File: src/rtl/mc8051_mem_sched.sv
// mc8051_mem_sched: machine-cycle phase sequencer that owns the shared memory port
module mc8051_mem_sched #(
  parameter int         WAIT_MAX      = 15,
  parameter logic [7:0] RD_FAULT_DATA = 8'hFF
) (
  input  logic        i_clk,
  input  logic        i_rst,
  input  logic        i_hold,
  input  logic [15:0] i_pc,
  input  logic        i_s2_rd_en,
  input  logic        i_s3_rd_en,
  input  logic        i_s5_wr_en,
  input  logic [15:0] i_s2_mem_addr_d,
  input  logic [15:0] i_s3_mem_addr_d,
  input  logic [15:0] i_s5_mem_addr_d,
  input  logic [7:0]  i_mem_wdata,
  input  logic [7:0]  i_mem_rdata,
  input  logic        i_mem_ready,
  output logic [15:0] o_mem_addr,
  output logic        o_mem_rd,
  output logic        o_mem_wr,
  output logic [7:0]  o_mem_wdata,
  output logic [3:0]  o_t_p_q,
  output logic [3:0]  o_t_p_d,
  output logic [7:0]  o_s1_instr_buffer,
  output logic [7:0]  o_s2_data_buffer,
  output logic [7:0]  o_s3_data_buffer,
  output logic        o_stall,
  output logic        o_cycle_done,
  output logic        o_timeout_err
);
  localparam logic [3:0] P_RST  = 4'd0;
  localparam logic [3:0] P_S1   = 4'd1;
  localparam logic [3:0] P_S2   = 4'd2;
  localparam logic [3:0] P_S3   = 4'd3;
  localparam logic [3:0] P_S5   = 4'd5;
  localparam logic [3:0] P_S6   = 4'd6;
  localparam logic [3:0] P_HOLD = 4'd7;
  localparam logic [7:0] W_MAX  = 8'(WAIT_MAX);
  logic [3:0] r_t_p_q;
  logic [7:0] r_wait;
  logic [7:0] r_instr;
  logic [7:0] r_s2;
  logic [7:0] r_s3;
  logic       r_err;
  logic       w_rd;
  logic       w_wr;
  logic       w_act;
  logic       w_to;
  logic       w_adv;
  logic [7:0] w_cap;
  logic [3:0] w_next;
  // Decode the access owed by the current phase and decide whether the phase may advance
  always_comb begin
    w_rd   = (r_t_p_q == P_S1) | ((r_t_p_q == P_S2) & i_s2_rd_en) | ((r_t_p_q == P_S3) & i_s3_rd_en);
    w_wr   = (r_t_p_q == P_S5) & i_s5_wr_en;
    w_act  = w_rd | w_wr;
    w_to   = w_act & ~i_mem_ready & (r_wait == W_MAX);
    w_adv  = ~w_act | i_mem_ready | w_to;
    w_cap  = w_to ? RD_FAULT_DATA : i_mem_rdata;
    w_next = (r_t_p_q == P_RST) ? P_S1 :
             (r_t_p_q >= P_S1 && r_t_p_q < P_S6) ? (w_adv ? r_t_p_q + 4'd1 : r_t_p_q) :
             (r_t_p_q == P_S6 || r_t_p_q == P_HOLD) ? (i_hold ? P_HOLD : P_S1) : P_S1;
  end
  // Drive the shared memory port; an idle port parks address and data at zero
  always_comb begin
    o_mem_rd    = w_rd;
    o_mem_wr    = w_wr;
    o_mem_addr  = (r_t_p_q == P_S1) ? i_pc :
                  ((r_t_p_q == P_S2) & i_s2_rd_en) ? i_s2_mem_addr_d :
                  ((r_t_p_q == P_S3) & i_s3_rd_en) ? i_s3_mem_addr_d :
                  w_wr ? i_s5_mem_addr_d : 16'h0000;
    o_mem_wdata = w_wr ? i_mem_wdata : 8'h00;
  end
  // Phase register, wait counter, read-data capture and sticky timeout flag
  always_ff @(posedge i_clk) begin
    if (i_rst) begin
      r_t_p_q <= P_RST;
      r_wait  <= 8'h00;
      r_instr <= 8'h00;
      r_s2    <= 8'h00;
      r_s3    <= 8'h00;
      r_err   <= 1'b0;
    end else begin
      r_t_p_q <= w_next;
      r_wait  <= w_adv ? 8'h00 : r_wait + 8'h01;
      r_err   <= r_err | w_to;
      if (w_rd & w_adv & (r_t_p_q == P_S1)) r_instr <= w_cap;
      if (w_rd & w_adv & (r_t_p_q == P_S2)) r_s2 <= w_cap;
      if (w_rd & w_adv & (r_t_p_q == P_S3)) r_s3 <= w_cap;
    end
  end
  assign o_t_p_q           = r_t_p_q;
  assign o_t_p_d           = w_next;
  assign o_s1_instr_buffer = r_instr;
  assign o_s2_data_buffer  = r_s2;
  assign o_s3_data_buffer  = r_s3;
  assign o_stall           = w_act & ~w_adv;
  assign o_cycle_done      = (r_t_p_q == P_S6);
  assign o_timeout_err     = r_err;
endmodule

File: config.mk
export PLATFORM = sky130hd
export DESIGN_NAME = mc8051_mem_sched
export DESIGN_NICKNAME = d
export VERILOG_FILES = /design/src/rtl/mc8051_mem_sched.sv
export SDC_FILE = /design/constraint.sdc
export NUM_CORES = 1
export LEC_CHECK = 0
export BUFFER_PORTS_ARGS = -buffer_cell sky130_fd_sc_hd__buf_2
export CAP_MARGIN = 20
export CORE_MARGIN = 2
export CORE_UTILIZATION = 35
export CTS_CLUSTER_SIZE = 30
export DETAILED_ROUTE_END_ITERATION = 7
export PLACE_DENSITY = 0.72
export SLEW_MARGIN = 25
export SYNTH_ARGS = -nofsm -noshare
export SYNTH_HDL_FRONTEND = slang
export SYNTH_SLANG_ARGS = --single-unit
File: constraint.sdc
create_clock -name i_clk -period 1.73 [get_ports i_clk]
set_input_delay 0.173 -clock i_clk [delete_from_list [all_inputs] [get_ports i_clk]]
set_output_delay 0.173 -clock i_clk [all_outputs]
set_load 0.02 [all_outputs]
* Word level (Yosys, flattened, before mapping)
Index checks and enable logic that the tools add are counted.
** Word-level totals
- Register bits after elaboration :: 37
- Latch bits :: 0
- RAM bits :: 0
- ROM bits :: 0
- Output and inout bits :: 61
- Memories :: 0
** Cells by class
- Add/sub/neg operators :: 2
- $mul :: 0
- Div/mod/pow operators :: 0
- Order comparisons :: 2
- Equal/unequal tests :: 7
- Shift operators :: 0
- Multiplexer cells :: 11
- Bitwise gates (word level) :: 19
- Reductions and logical operators :: 4
** Operators with widths (number)
- two-way mux 16 bit :: 4
- two-way mux 8 bit :: 2
- equality test 4 x 3 -> 1 bit (second input constant) :: 3
- two-way mux 4 bit :: 3
- bitwise AND 1 bit :: 10
- adder 8 x 1 -> 8 bit (second input constant) :: 1
- equality test 4 x 2 -> 1 bit (second input constant) :: 2
- equality test 8 x 4 -> 1 bit (second input constant) :: 1
- two-way mux 3 bit :: 2
- bitwise OR 1 bit :: 6
- adder 4 x 1 -> 4 bit (second input constant) :: 1
- equality test 4 x 1 -> 1 bit (second input constant) :: 1
- >= comparator 4 x 1 -> 1 bit (second input constant) :: 1
- logical NOT 4 bit :: 1
- less-than comparator 4 x 3 -> 1 bit (second input constant) :: 1
- inverter 1 bit :: 3
- OR reduction 2 bit :: 1
- logical AND 1 bit :: 1
- logical OR 1 bit :: 1

* Logic depth before layout (Yosys ltp)
Gate-level depths: netlist of run 1.
- Depth in word-level cells :: 11
- Mapped depth :: 7
- Mapped depth without buffers :: 7

* Least setup slack after synthesis of run 1
Ideal clock, no wire load.
- Path kind :: register to output
- Start point :: reg r_t_p_q[1] (netlist: o_t_p_q[1])
- End point :: out o_mem_addr[10]
- Data arrival time :: 2076 ps
- Data required time :: 1557 ps
- Setup slack :: -519 ps
- Stages on the path, launching flop included :: 7
- Buffers on the path :: 2
- Path through :: dfxtp_1 > ha_1 > and3_1 > clkbuf_1 > buf_2 > a221oi_1 > o31ai_1
** Between the ends
- Longest elaborated chain between the ends :: 6
- Elaborated cells on any way between the ends :: 11
- Classes of those cells :: eq/ne: 4; mux: 4; bitwise: 3
** Ends and longest elaborated chain
- from (decl) :: line 40 : logic [3:0] r_t_p_q;
- from (signal assigned) :: line 85 : r_t_p_q <= w_next;
- equality test 4 x 3 -> 1 bit :: line 56 : w_wr = (r_t_p_q == P_S5) & i_s5_wr_en;
- bitwise AND 1 bit :: line 56
- two-way mux 16 bit :: line 72 : w_wr ? i_s5_mem_addr_d : 16'h0000;
- two-way mux 16 bit :: line 71 : ((r_t_p_q == P_S3) & i_s3_rd_en) ? i_s3_mem_addr_d :
- two-way mux 16 bit :: line 70 : ((r_t_p_q == P_S2) & i_s2_rd_en) ? i_s2_mem_addr_d :
- two-way mux 16 bit (*) :: line 69 : o_mem_addr = (r_t_p_q == P_S1) ? i_pc :
- to (decl) :: line 19 : output logic [15:0] o_mem_addr,
Mark *: on every way between the ends. The rest lies on a longest branch, timed or not.

* Worst setup path in the final report of run 1
- Start point :: reg r_t_p_q[1] (netlist: o_t_p_q[1])
- End point :: out o_t_p_d[0]
** Between the ends
- Longest elaborated chain between the ends :: 11
- Elaborated cells on any way between the ends :: 26
- Classes of those cells :: order compare: 2; eq/ne: 6; mux: 4; bitwise: 11; reduce/logical: 3
** Ends and longest elaborated chain
- equality test 4 x 2 -> 1 bit :: line 55 : w_rd = (r_t_p_q == P_S1) | ((r_t_p_q == P_S2) & i_s2_rd_en) | ((r_t_p_q == P_S3) & i_s3_rd_en);
- bitwise AND 1 bit :: line 55
- bitwise OR 1 bit (2 in a row) :: line 55
- bitwise OR 1 bit :: line 57 : w_act = w_rd | w_wr;
- bitwise AND 1 bit / inverter 1 bit (equally long branches) :: line 58, 59
- bitwise AND 1 bit / bitwise OR 1 bit (equally long branches) :: line 58, 59
- bitwise OR 1 bit :: line 59 : w_adv = ~w_act | i_mem_ready | w_to;
- two-way mux 4 bit (2 in a row) :: line 62 : (r_t_p_q >= P_S1 && r_t_p_q < P_S6) ? (w_adv ? r_t_p_q + 4'd1 : r_t_p_q) :
- two-way mux 4 bit (*) :: line 61 : w_next = (r_t_p_q == P_RST) ? P_S1 :
- to (decl) :: line 24 : output logic [3:0] o_t_p_d,
Marks and branches as above.

==> results of run 1 <==
## synth_stat cells, types with 2 or more instances
| library cell | count |
|---|---|
| a211oi_1 | 17 |
| a21oi_1 | 2 |
| a221oi_1 | 16 |
| a22oi_1 | 2 |
| a31oi_1 | 3 |
| and2_1 | 10 |
| and3_1 | 7 |
| buf_2 | 5 |
| buf_4 | 2 |
| clkbuf_1 | 11 |
| dfxtp_1 | 37 |
| ha_1 | 6 |
| inv_1 | 21 |
| nand2_1 | 18 |
| nand2b_1 | 2 |
| nand3_1 | 8 |
| nor2_1 | 35 |
| nor2b_1 | 4 |
| nor3_1 | 10 |
| o2111ai_1 | 3 |
| o221a_2 | 8 |
| o31ai_1 | 16 |
| xnor2_1 | 4 |
| xor2_1 | 2 |
## layer usage
metal	up-vias	track usage, %	share of wire (%)
li1	1407	-	-
met2	144	48.09	50
met1	1457	30.44	40
met3	27	4.573	7.4
met4	0	7.601	2.6
met5	-	0	0
## what timing repair did
action	CTS	global route
gates resized for setup	95	62
gates cloned	3	1
setup endpoints to repair	48	64
hold buffers	0	0
pin swaps	27	32
setup buffers	13	10
## layout make-up
| type | count | share of cell area (%) |
|---|---|---|
| inverters | 22 | 1.882 |
| flip-flops and latches | 37 | 15.58 |
| repair buffers | 216 | 34.66 |
| multi-input cells | 193 | 44.12 |
| clock inverters | 1 | 0.1289 |
| well taps | 75 | 1.934 |
| clock buffers | 6 | 1.702 |
## kinds of logic after synthesis
| kind of cell | after synthesis |
|---|---|
| adder cells (fa/ha/maj) | 6 |
| other | 1 |
| XOR/XNOR | 6 |
| AND/OR/NAND/NOR | 103 |
| flip-flops | 37 |
| buffers and inverters | 41 |
| AO/OA/AOI/OAI | 76 |
## sequential cells by signal (all words and copies together) (netlist names)
signal,count
o_s1_instr_buffer,8
o_s2_data_buffer,8
o_s3_data_buffer,8
r_wait,8
o_t_p_q,4
o_timeout_err,1
## critical path: cells and delay by family (launching register included)
kind            cells  cell delay (ns)
buf+inv             3             0.34
fa+ha+maj           1             0.13
simple gates        2             0.50
compound gates      2             0.37
flops               1             0.37
## how the worst max path moves through the flow
stage	to	slack, ns	depth (start not counted)	startpoint
after floorplan	o_t_p_d[0]	-0.11	7	o_t_p_q[0]
after detailed placement	o_s3_data_buffer[1]	-0.22	8	o_t_p_q[1]
after global placement	o_s3_data_buffer[7]	-0.14	8	o_t_p_q[1]
final	o_t_p_d[0]	-0.44	8	o_t_p_q[1]
after global routing	o_t_p_d[0]	-0.51	8	o_t_p_q[1]
after CTS	o_t_p_d[0]	-0.42	7	o_t_p_q[1]
## power groups by stage
stage	registers (mW)	clock network, mW	logic, mW
after CTS	0.882	0.639	0.545
after global placement	0.902	0	0.465
after detailed placement	0.903	0	0.475
after floorplan	0.920	0	0.226
after global routing	0.885	0.675	0.635
final	0.882	0.632	0.601
## metrics by stage
stage	instances	setup WS, ns	utilization (%)
6_report	550	-0.4442	80.99
5_1_grt	550	-0.5069	80.99
4_1_cts	542	-0.4220	75.44
3_5_place_dp	519	-0.2165	63.43
3_3_place_gp	519	-0.1447	63.43
2_1_floorplan	271	-0.1053	-
==> metrics.csv, run 1 <==
metric;value;unit
area of the multi-input gates;2141;sq um
Worst R2R Start;o_t_p_q[1];
largest family of logic cells by synthesized area;compound AO/OA/AOI/OAI gates;
Synth Area in Compound Gates;30.06;%
Sw Pwr;0.6525;mW
Post-synth EDFFs;0;
post-synthesis simple-gate area fraction;22.80;%
crit path kind;reg2out;
final period utilization;125.7;%
sequential area share after synthesis;33.58;%
area leader, netlist;dfxtp_1;
post-synthesis xor/xnor area fraction;2.382;%
Row Count;28;
peak supply drop;0.0005850;V
critical path startpoint category;flip-flop;
largest net degree at the start of global routing;22;
# IOs;148;
vias in the first global route;3040;
Num CTS Buffers;5;
max-cap violations;0;
worst path arrival time;2.00;ns
Seq pwr share;41.7;%
Max Fclk;0.4599;GHz
Pint;1.463;mW
synth unique cells;45;
drc violations;0;
CP Max Fanout;5;
post-route total power;2.115;mW
setup TNS;-11.65;ns
Post-Synth Adder-Cell Area;3.403;%
WHS Endpoint;o_t_p_q[0];
Synth async-reset ratio;0;%
sw frac;30.85;%
Worst EP required;1.56;ns
Sink Count;37;
RR Endpoint;o_s2_data_buffer[3];
Hold Violations, Final;0;
CTS tree;yes;
hold path start;i_rst;
Die Area;6954;sq um
minimum clock period;2.174;ns
Comb power frac;28.4;%
DRT Pass-1 Iters;4;
Post-Synthesis Cells;270;
Total Wirelength;10220;um
# H-tree levels;2;
RePlAce Congestion;0.8480;
Worst Hold Path Cells;2;
Synth area leaders;dfxtp_1 34%, a221oi_1 6.4%, nor2_1 6.0%, a211oi_1 5.8%, o31ai_1 5.4%;
Routed Antenna Nets;0;
ANT cells;0;
initial antenna violation count;0;
via count;3035;
commonest non-fill, non-tap cells in the layout;118 x buf_2, 42 x buf_4, 40 x buf_6;
YS warnings;0;
fillers;335;
GRT Total Usage;26.02;%
worst r2r path cells;8;
dpl cell area;3800;sq um
final setup violation count;46;
first-pass GRT wire length;14910;um
DP HPWL;6123;um
synthesized flop and latch total;37;
clock skew;0.006934;ns
share of layout cells above drive strength 1;70.53;%
Lkg Pwr;2.072;nW
Mean Syn Cell Area;8.170;sq um
initial DRC count;119;
CP cell instances;inv_4 -> ha_4 -> or3b_4 -> o22ai_4 -> nand2_4 -> clkinvlp_4 -> a21oi_4 -> buf_6;
CP max stage delay;0.40;ns
wire length per cell;18.58;um
Setup WS post-layout;-0.4442;ns
Top FF cell, synth;dfxtp_1;
hold_ws;0.1677;ns
pwr dens;436.0;nW/um^2
outcome;finished with violations;
clk slew on worst S/H paths;0.08;ns
area share of the largest cell type after synthesis;33.58;%
DR vias/cell;5.518;
Design Area, Final;4852;sq um
Clk network pwr share;29.9;%
clk_lat worst skew;0.30;ns
post-synthesis mux area share;0;%
nets@finish;568;
area grow syn2layout;120.0;%
Root Driver;clkbuf_8;
critical path capture point type;primary output;
Register Area;755.7;sq um
R2R Setup Slk;-0.23;ns
Slowest-stage cell, CP;or3b_4;
Mapped Area;2206;sq um
final slew viol count;0;
Hold/Removal Path Class;in2reg;
Initial Utilization;36.82;%
number of port buffers;146;
failing checks;setup timing;
clock tree buffer depth;2;
Die X;83.39;um
Die H;83.39;um
RSZ-0062 raised after global routing;yes;
GR Overflow Total;0;
leading cell type in the layout, fill and taps excluded;buf_2;
Core Region;5991;sq um
No activity file was read; power rests on OpenSTA's default activity.
==> run 2: changes to the inputs <==
--- a/config.mk
+++ b/config.mk
@@ -11,7 +11,7 @@
 export CORE_UTILIZATION = 35
 export CTS_CLUSTER_SIZE = 30
 export DETAILED_ROUTE_END_ITERATION = 7
-export PLACE_DENSITY = 0.72
+export PLACE_DENSITY = 0.69
 export SLEW_MARGIN = 25
 export SYNTH_ARGS = -nofsm -noshare
 export SYNTH_HDL_FRONTEND = slang
==> constraint.sdc (replaced) <==
create_clock -name i_clk -period 2.5 [get_ports i_clk]
set_input_delay 0.25 -clock i_clk [delete_from_list [all_inputs] [get_ports i_clk]]
set_output_delay 0.25 -clock i_clk [all_outputs]
set_load 0.02 [all_outputs]
==> metrics.csv, run 2 (same netlist as run 1, synthesis figures left out) <==
metric;value;unit;change
hold_ws;0.2498;ns;+0.08210 ns
WHS Endpoint;o_s1_instr_buffer[0];;
fillers;579;;+73%
max_slew headroom;64.23;%;
wire length per cell;15.05;um;-19%
worst path arrival time;2.12;ns;+0.12 ns
vias in the first global route;2452;;-19%
ANT cells;0;;unchanged
clock skew;0.007004;ns;+0.00006978 ns
Die Area;6954;sq um;unchanged
area grow syn2layout;44.92;%;
R2R Setup Slk;0.41;ns;+0.64 ns
Core Region;5991;sq um;unchanged
crit path launch;o_t_p_q[1];;
share of layout cells above drive strength 1;44.90;%;-26 points
crit path kind;reg2out;;
DRT Pass-1 Iters;5;;+1
CTS tree;yes;;
Row Count;28;;unchanged
Worst EP required;2.25;ns;+0.69 ns
setup TNS;0;ns;+11.65 ns
Clk network pwr share;38.0;%;+8.1 points
Total Wirelength;7328;um;-28%
Hold Violations, Final;0;;unchanged
via count;2539;;-16%
leading cell type in the layout, fill and taps excluded;buf_2;;
critical path capture point type;primary output;;
RR Endpoint;o_s3_data_buffer[0];;
sw frac;26.06;%;-4.8 points
dpl cell area;2999;sq um;-21%
pwr dens;439.2;nW/um^2;+0.73%
Slowest-stage cell, CP;or3b_4;;
Hold/Removal Path Class;in2reg;;
Lkg Pwr;1.488;nW;-28%
Die H;83.39;um;unchanged
hold path start;i_mem_rdata[0];;
number of port buffers;146;;unchanged
Sw Pwr;0.3659;mW;-44%
Sink Count;37;;unchanged
largest net degree at the start of global routing;31;;+41%
Initial Utilization;36.82;%;unchanged
# H-tree levels;2;;unchanged
clk slew on worst S/H paths;0.07;ns;about the same
worst r2r path cells;7;;-1
CP max stage delay;0.41;ns;about the same
clk_lat worst skew;0.29;ns;about the same
RSZ-0062 raised after global routing;no;;
Pint;1.038;mW;-29%
Worst R2R Start;o_t_p_q[0];;
# IOs;148;;unchanged
pre-CTS WS;0.2177;ns;+0.4342 ns
DP HPWL;5535;um;-9.6%
DR vias/cell;5.214;;-5.5%
commonest non-fill, non-tap cells in the layout;146 x buf_2, 35 x nor2_1, 34 x dfxtp_1;;
minimum clock period;2.368;ns;
max-cap violations;0;;unchanged
Non-Filler Instances;487;;-11%
final setup violation count;0;;-100%
CP Max Fanout;8;;+3
Worst Hold Path Cells;2;;unchanged
Routed Antenna Nets;0;;unchanged
first-pass GRT wire length;11780;um;-21%
Die X;83.39;um;unchanged
Placed Cells incl. Taps;478;;-7.9%
nets@finish;504;;-11%
Worst-Margin Slew;0.5366;ns;
Seq pwr share;43.7;%;+2.0 points
critical path startpoint category;flip-flop;;
Design Area, Final;3197;sq um;-34%
final slew viol count;0;;unchanged
peak supply drop;0.0003623;V;-38%
CP cell instances;inv_2 -> ha_4 -> or3b_4 -> o22a_4 -> o2111ai_2 -> nand3_1 -> buf_2;;
Comb power frac;18.3;%;-10 points
Max Fclk;0.4223;GHz;
RePlAce Congestion;0.8867;;+4.6%
clock tree buffer depth;2;;unchanged
Root Driver;clkbuf_8;;
outcome;completed;;
GR Overflow Total;0;;unchanged
GRT Total Usage;20.41;%;-5.6 points
final period utilization;94.72;%;
Setup WS post-layout;0.1320;ns;+0.5761 ns
initial DRC count;101;;-15%
Num CTS Buffers;5;;unchanged
drc violations;0;;unchanged
initial antenna violation count;0;;unchanged
run 2: changes by cell type in the layout (fill, tap and decap cells not counted), moves of 9 or more:
cell	before	now
a211oi_1	0	17
a211oi_2	17	0
a221oi_1	0	16
a221oi_4	13	0
buf_12	10	1
buf_2	118	146
buf_4	42	4
buf_6	40	1
o31ai_1	1	16
o31ai_4	15	0
run 2: power by group through the flow:
stage	clock, mW	combinational, mW	sequential [mW]
floorplan	0	0.109	0.636
global route	0.573	0.277	0.615
finish	0.534	0.256	0.614
global placement	0	0.242	0.625
CTS	0.542	0.251	0.613
detailed placement	0	0.244	0.625
run 2: worst max-delay path: cells and delay by family (launching register included):
kind / cells / cell delay [ns]
fa+ha+maj: 1 / 0.17
flops: 1 / 0.36
compound gates: 2 / 0.51
simple gates: 2 / 0.52
buf+inv: 2 / 0.28
run 2: area by class of cell:
| cell class | instances | area, sq um | share of cell area, % |
|---|---|---|---|
| Clock buffer | 7 | 86.33 | 2.701 |
| Clock inverter | 1 | 30.03 | 0.9393 |
| Inverter | 22 | 82.58 | 2.583 |
| Multi-Input combinational cell | 193 | 1368 | 42.78 |
| Sequential cell | 37 | 744.5 | 23.29 |
| Tap cell | 75 | 93.84 | 2.935 |
| Timing Repair Buffer | 152 | 792.0 | 24.77 |
run 2: timing repair:
action / 4_1_cts / 5_1_grt
gates resized for setup: 8 / 11
hold endpoints to repair: 0 / 0
buffers inserted: 1 / 0
pin swaps: 1 / 2
hold buffers: 0 / 0
endpoints found under the setup margin: 15 / 20
run 2: worst max path at each step:
stage	end	slack, ns	depth (start not counted)
global placement	o_t_p_d[1]	0.30	7
finish	o_t_p_d[1]	0.13	7
global route	o_t_p_d[0]	0.02	7
floorplan	o_mem_addr[10]	0.17	6
detailed placement	o_t_p_d[1]	0.22	7
CTS	o_t_p_d[1]	0.007	6
run 2: layer usage:
metal | vias up | global-route usage, % | part of all wire (%)
met5 | - | 0 | 0
met4 | 0 | 6.259 | 1.2
met3 | 10 | 4.473 | 7.5
met2 | 116 | 34.46 | 47
met1 | 1141 | 25.93 | 44
li1 | 1272 | - | -
run 2: metrics by stage:
step / power, mW / utilization, %
6_report: 1.404 / 53.36
5_1_grt: 1.466 / 53.36
4_1_cts: 1.406 / 52.67
3_5_place_dp: 0.8691 / 50.06
3_3_place_gp: 0.8668 / 50.06
2_1_floorplan: 0.7460 / -
